$ cat src/rtl/if_stage.sv
// Instruction fetch stage: one outstanding SRAM read, a single-entry output
// register handed to decode by a valid/ready handshake, and branch redirect.
module if_stage #(
    parameter logic [31:0] RESET_PC = 32'h1c00_0000
) (
    input  logic        clk,
    input  logic        reset,
    output logic        inst_sram_en,
    output logic        inst_sram_we,
    output logic [31:0] inst_sram_addr,
    output logic [31:0] inst_sram_wdata,
    input  logic [31:0] inst_sram_rdata,
    input  logic        ds_ready,
    input  logic        br_taken,
    input  logic [31:0] br_target,
    output logic        fs_valid,
    output logic [31:0] fs_inst,
    output logic [31:0] fs_pc,
    output logic        fs_adef
);

    typedef enum logic [1:0] {
        IDLE,
        REQ,
        RESP,
        VALID
    } state_t;

    state_t      state_q, state_d;
    logic [31:0] pc_q, pc_d;
    logic [31:0] fs_inst_q, fs_inst_d;
    logic [31:0] fs_pc_q, fs_pc_d;
    logic        fs_adef_q, fs_adef_d;
    logic        misaligned;

    assign misaligned = |pc_q[1:0];

    always_ff @(posedge clk or posedge reset) begin
        if (reset) begin
            state_q   <= IDLE;
            pc_q      <= RESET_PC;
            fs_inst_q <= 32'h0;
            fs_pc_q   <= 32'h0;
            fs_adef_q <= 1'b0;
        end else begin
            state_q   <= state_d;
            pc_q      <= pc_d;
            fs_inst_q <= fs_inst_d;
            fs_pc_q   <= fs_pc_d;
            fs_adef_q <= fs_adef_d;
        end
    end

    always_comb begin
        state_d      = state_q;
        pc_d         = pc_q;
        fs_inst_d    = fs_inst_q;
        fs_pc_d      = fs_pc_q;
        fs_adef_d    = fs_adef_q;
        inst_sram_en = 1'b0;
        case (state_q)
            IDLE: begin
                state_d = REQ;
                if (br_taken) begin
                    pc_d = br_target;
                end
            end
            REQ: begin
                // The request for the old pc still goes out on a redirect;
                // its response lands in REQ next cycle and is simply ignored.
                inst_sram_en = !misaligned;
                if (br_taken) begin
                    pc_d    = br_target;
                    state_d = REQ;
                end else if (misaligned) begin
                    fs_inst_d = 32'h0;
                    fs_pc_d   = pc_q;
                    fs_adef_d = 1'b1;
                    state_d   = VALID;
                end else begin
                    state_d = RESP;
                end
            end
            RESP: begin
                if (br_taken) begin
                    pc_d    = br_target;
                    state_d = REQ;
                end else begin
                    fs_inst_d = inst_sram_rdata;
                    fs_pc_d   = pc_q;
                    fs_adef_d = 1'b0;
                    state_d   = VALID;
                end
            end
            VALID: begin
                if (ds_ready || br_taken) begin
                    pc_d    = br_taken ? br_target : pc_q + 32'd4;
                    state_d = REQ;
                end
            end
            default: begin
                state_d = IDLE;
            end
        endcase
    end

    assign inst_sram_we    = 1'b0;
    assign inst_sram_wdata = 32'h0;
    assign inst_sram_addr  = pc_q;
    assign fs_valid        = (state_q == VALID);
    assign fs_inst         = fs_inst_q;
    assign fs_pc           = fs_pc_q;
    assign fs_adef         = fs_adef_q;

endmodule

$ cat config.mk
export PLATFORM = sky130hd
export DESIGN_NAME = if_stage
export DESIGN_NICKNAME = d
export VERILOG_FILES = /design/src/rtl/if_stage.sv
export SDC_FILE = /design/constraint.sdc
export NUM_CORES = 1
export LEC_CHECK = 0
export ABC_AREA = 1
export CAP_MARGIN = 20
export CORE_MARGIN = 10
export CORE_UTILIZATION = 49
export CTS_BUF_LIST = sky130_fd_sc_hd__clkbuf_8
export DETAILED_ROUTE_END_ITERATION = 6
export GPL_TIMING_DRIVEN = 0
export PLACE_DENSITY_LB_ADDON = 0.25
export SETUP_SLACK_MARGIN = 0.02
export SLEW_MARGIN = 15
export SYNTH_ARGS = -nofsm -noshare
export SYNTH_HDL_FRONTEND = slang
export SYNTH_SLANG_ARGS = --single-unit
$ cat constraint.sdc
create_clock -name clk -period 6.3 [get_ports clk]
set_input_delay 1.575 -clock clk [delete_from_list [all_inputs] [get_ports clk]]
set_output_delay 1.575 -clock clk [all_outputs]
set_load 0.01 [all_outputs]
Word-level counts from Yosys, hierarchy flattened
Cells that the tools add are included.

cells by class
  multiplexer cells = 22
  add/sub/neg operators = 1
  equal/unequal tests = 8
  reductions and logical operators = 8

operators with widths
  operator                 number
  $mux W32                 9
  $pmux W32 S2             3
  $add A32 B3 Y32 const B  1
  $pmux W2 S4              1
  $mux W2                  3
  $ne A2 B2 Y1 const B     3
  $mux W1                  5
  $eq A2 B2 Y1 const B     2
  $ne A2 B1 Y1 const B     2
  $reduce_and A4 Y1        1
  $reduce_or A3 Y1         1
  $eq A2 B1 Y1 const B     1
  $logic_not A2 Y1         1
  $pmux W1 S2              1
  $reduce_and A2 Y1        1
  $reduce_bool A2 Y1       1
  $reduce_or A2 Y1         1
  $logic_not A1 Y1         1
  $logic_or A1 B1 Y1       1

word-level totals
  bits in registers = 99
  input port bits = 68

Longest topological paths before layout
  depth after elaboration = 4
  gate-level depth with buffers = 10

Worst setup path after synthesis
No wires, ideal clock.

  kind = input to register
  start point = in br_taken
  end point = reg pc_q[12], in the netlist inst_sram_addr[12]
  path buffers = 2
  slack = 3.783 ns
  data required time = 6.223 ns
  cell stages on the path = 8
  arrival = 2.440 ns
  cell sequence = inv_2 > nand2_4 > or2_4 > o21ai_2 > inv_2 > buf_6 > buf_6 > a21oi_1

between the ends
  word-level cells in the longest chain between the ends = 3
  elaborated cells between the ends (all ways) = 7
  those cells by class = eq/ne (2); mux (3); reduce/logical (2)

ends and longest elaborated chain
  item                                               line    text
  start: declaration                                 14      input logic br_taken,
  $mux W32 or $logic_or A1 B1 Y1 (tied branches)     97, 96
  $mux W32 or $ne A2 B1 Y1 (tied branches)           --
  $pmux W32 S2 or $reduce_and A2 Y1 (tied branches)  --
  end signal: assignment                             47      pc_q <= pc_d;
  end: declaration                                   30      logic [31:0] pc_q, pc_d;

Parallel ways exist; a longest one is shown, timed or not. The select of a mux whose other input is x is not followed.
A chain may end at the register's enable or synchronous reset.

Worst setup path after layout
  start point = reg state_q[1]
  end point = out inst_sram_en

between the ends
  word-level cells in the longest chain between the ends = 2

ends and longest elaborated chain
  item                      line  text
  start: declaration        29    state_t state_q, state_d;
  start signal: assignment  46    state_q <= state_d;
  $eq A2 B1 Y1              61    case (state_q)
  $mux W1                   61
  end: declaration          8     output logic inst_sram_en,

Every way passes these cells.

==> reports/results.txt <==
Critical-path top delay cell -> clkdlybuf4s50_1
DRT Pass-1 Iters -> 5
CTS tree -> done
Most common cell in the synthesized netlist -> nand2_1
Wirelength, routed -> 17.5 mm
Site Rows -> 37
CP Depth -> 5
Crit path buf inv count -> 3
Utilization after layout -> 71.0%
Comb power frac -> 51.1%
RSZ-0062 raised after global routing -> no
Clock-pin slew on the worst setup and hold paths -> 90 ps
Nets -> 988
Hold buffer count at CTS -> 0
VDD IR-drop max -> 230 µV
Clk_lat worst skew -> 370 ps
Post-Route Setup TNS -> 0 ps
IO Port Bufs -> 166
Synth async-reset ratio -> 100%
Critical path class -> register to primary output
Area of the multi-input gates -> 2230 µm²
DR vias -> 5,166
Total power -> 0.00301 W
Leakage dissipation -> 3.55 nW
First-pass GRT wire length -> 27.0 mm
Initial antenna violation count -> 0
Pin count of the biggest net entering global routing -> 55
DRC -> 0
I/O pins -> 200
Number of fill cells -> 891
Ys flop type -> dfrtp_1
Core area -> 10,300 µm²
Worst setup SP type -> register
P per Cell Area -> 413 nW/µm²
Setup bufs post-CTS -> 0
Crit. Startpoint -> state_q[1]
Reg-to-reg startpoint -> state_q[0]
Worst relative slew slack -> 56.8%
Achievable Freq -> 299 MHz
# setup viols final -> 0
Detail Placement HPWL -> 14.2 mm
Root buffer cell -> clkbuf_8
Reg2reg end -> fs_inst[16]
Most frequent cells after synthesis -> nand2_1 (281), dfrtp_1 (96), nor2_1 (84), o21ai_0 (51), inv_1 (48)
Hold Path Stages -> 2
Routed WL per cell -> 16.6 µm
Layout cells sized above 1 -> 8.39%
Critical path required time -> 4720 ps
Crit-path cells -> inv_1, ha_1, nand3_1, inv_1, clkdlybuf4s50_1
Die X -> 123 µm
Num Clock Sinks -> 99
Switch Pwr -> 0.00129 W
Register Area -> 2480 µm²
Sequential share of power -> 37.1%
Overflow after GRT -> 0
Crit path max-delay family -> buffers and inverters
H-tree depth -> 3
Final Hold Fails -> 0
Skew final -> 10.2 ps
Seq/Total Area, Yosys -> 48.1%
Initial Util -> 50.2%
Vias in the first global route -> 5,193
Seq cells post-synth -> 99
Mapped Cells -> 705
Max-slew violations -> 0
Unique cell type count in the Yosys netlist -> 31
Hold Crit Class -> register to register
Area contributors post-synth -> dfrtp_1 (47%), nand2_1 (20%), nor2_1 (6.1%)
Run status -> finished, final reports clean
Longest Clk Path Bufs -> 2
Synth warn -> 0
Cell depth of the worst flop-to-flop path -> 9
Clock share of power -> 11.8%
Vias/cell -> 4.90
Final Cycle Share -> 53.2%
Min-delay src -> fs_pc[3]
CP max stage delay -> 530 ps
EDFF count, synth -> 0
Crit path time final -> 3350 ps
R2r setup slk -> 4240 ps
CP Capture Type -> primary output
Max-cap viol count -> 0
PostCTS Resize Cnt -> 0
Cell Int Power -> 0.00172 W
Synth Cell Area -> 5160 µm²
Top-area cell type share of the netlist area -> 46.6%
Area growth from synthesis to layout -> 41.4%
Total CTS buffers -> 9
Post-Syn Area per Cell -> 7.31 µm²
WHS Endpoint -> fs_pc[3]
Initial DRC Count -> 317
GRT Util Overall -> 22.8%
Die height -> 123 µm
Crit path top cell by count -> inv_1
Largest area contributor in the netlist -> dfrtp_1
Worst hold slack -> 490 ps
Gpl congestion -> 0.947
CP arrival -> 1770 ps
Slew @ Worst Pin -> 648 ps
Sw Ratio -> 43.0%
Antenna-violating nets left -> 0
Die Area -> 15,000 µm²
ANT cells -> 0
Worst-path fanout max -> 4
==> power by group through the flow <==
stage | clock network, W | logic (W) | registers [W]
2_1_floorplan | 0 | 0.000644 | 0.00119
3_3_place_gp | 0 | 0.00150 | 0.00111
3_5_place_dp | 0 | 0.00154 | 0.00112
4_1_cts | 0.000362 | 0.00155 | 0.00111
5_1_grt | 0.000389 | 0.00169 | 0.00115
6_report | 0.000357 | 0.00154 | 0.00112
==> registers in the layout (all words and copies together) (netlist names) <==
name and cells:
fs_inst 32, inst_sram_addr 32, fs_adef 1, state_q 2
fs_pc 32
==> placed cells by master (no fill, tap or decap), drive strengths merged, types with 5 or more instances in the layout <==
cell	instances
clkbuf	15
dfrtp	96
o21ai	56
nand3	37
buf	53
o22ai	6
nor2	87
inv	52
conb	33
clkdlybuf4s50	166
a21oi	14
ha	5
nand2	282
==> worst max path at each step <==
stage / endpoint / slack, ps
after global placement: inst_sram_addr[0] / 760
after CTS: inst_sram_en / 2930
after floorplan: fs_adef / 2140
after detailed placement: inst_sram_addr[6] / 2860
after global routing: inst_sram_en / 2850
final: inst_sram_en / 2950
==> per-layer routing <==
layer  GRT usage, %  vias to the layer above  wire (µm)
met1           28.3                     2377       7240
met2           38.7                      217       8550
met3           4.78                       27       1380
met5              0                        -          0
met4           7.88                        0        368
li1               -                     2545          -
==> cell families (layout without fill, tap and decap cells) <==
| kind of cell | after synthesis | count (layout) | synth area share, % |
|---|---|---|---|
| other | 1 | 33 | 0.0727 |
| and+or+nand+nor | 412 | 412 | 31.5 |
| AOI/OAI and AO/OA | 79 | 79 | 8.01 |
| adders and majority gates | 5 | 5 | 1.21 |
| xor gates and xnor gates | 1 | 1 | 0.170 |
| buffers and inverters | 108 | 289 | 10.9 |
| DFF | 99 | 99 | 48.1 |
==> tightest hold or removal path, cell delays in order (launching register included) <==
cell     delay [ps]
dfrtp_1         350
nand2_1          60
nand2_1          50
==> per-stage QoR <==
step	area (µm²)	worst slack, ps	cells
after global placement	7110	759	1039
after detailed placement	7140	2860	1040
final	7290	2950	1054
after floorplan	5280	2140	737
after CTS	7290	2930	1054
after global routing	7290	2850	1054
==> area by class of cell <==
class	instances	area share (%)
Multi-Input combinational cell	530	30.6
Tap cell	136	2.33
Clock inverter	5	0.429
Buffer	58	5.15
Inverter	50	2.61
Clock buffer	9	1.70
Sequential cell	99	34.0
Timing Repair Buffer	167	23.2
Note: power is estimated with default switching activity, not from simulation.
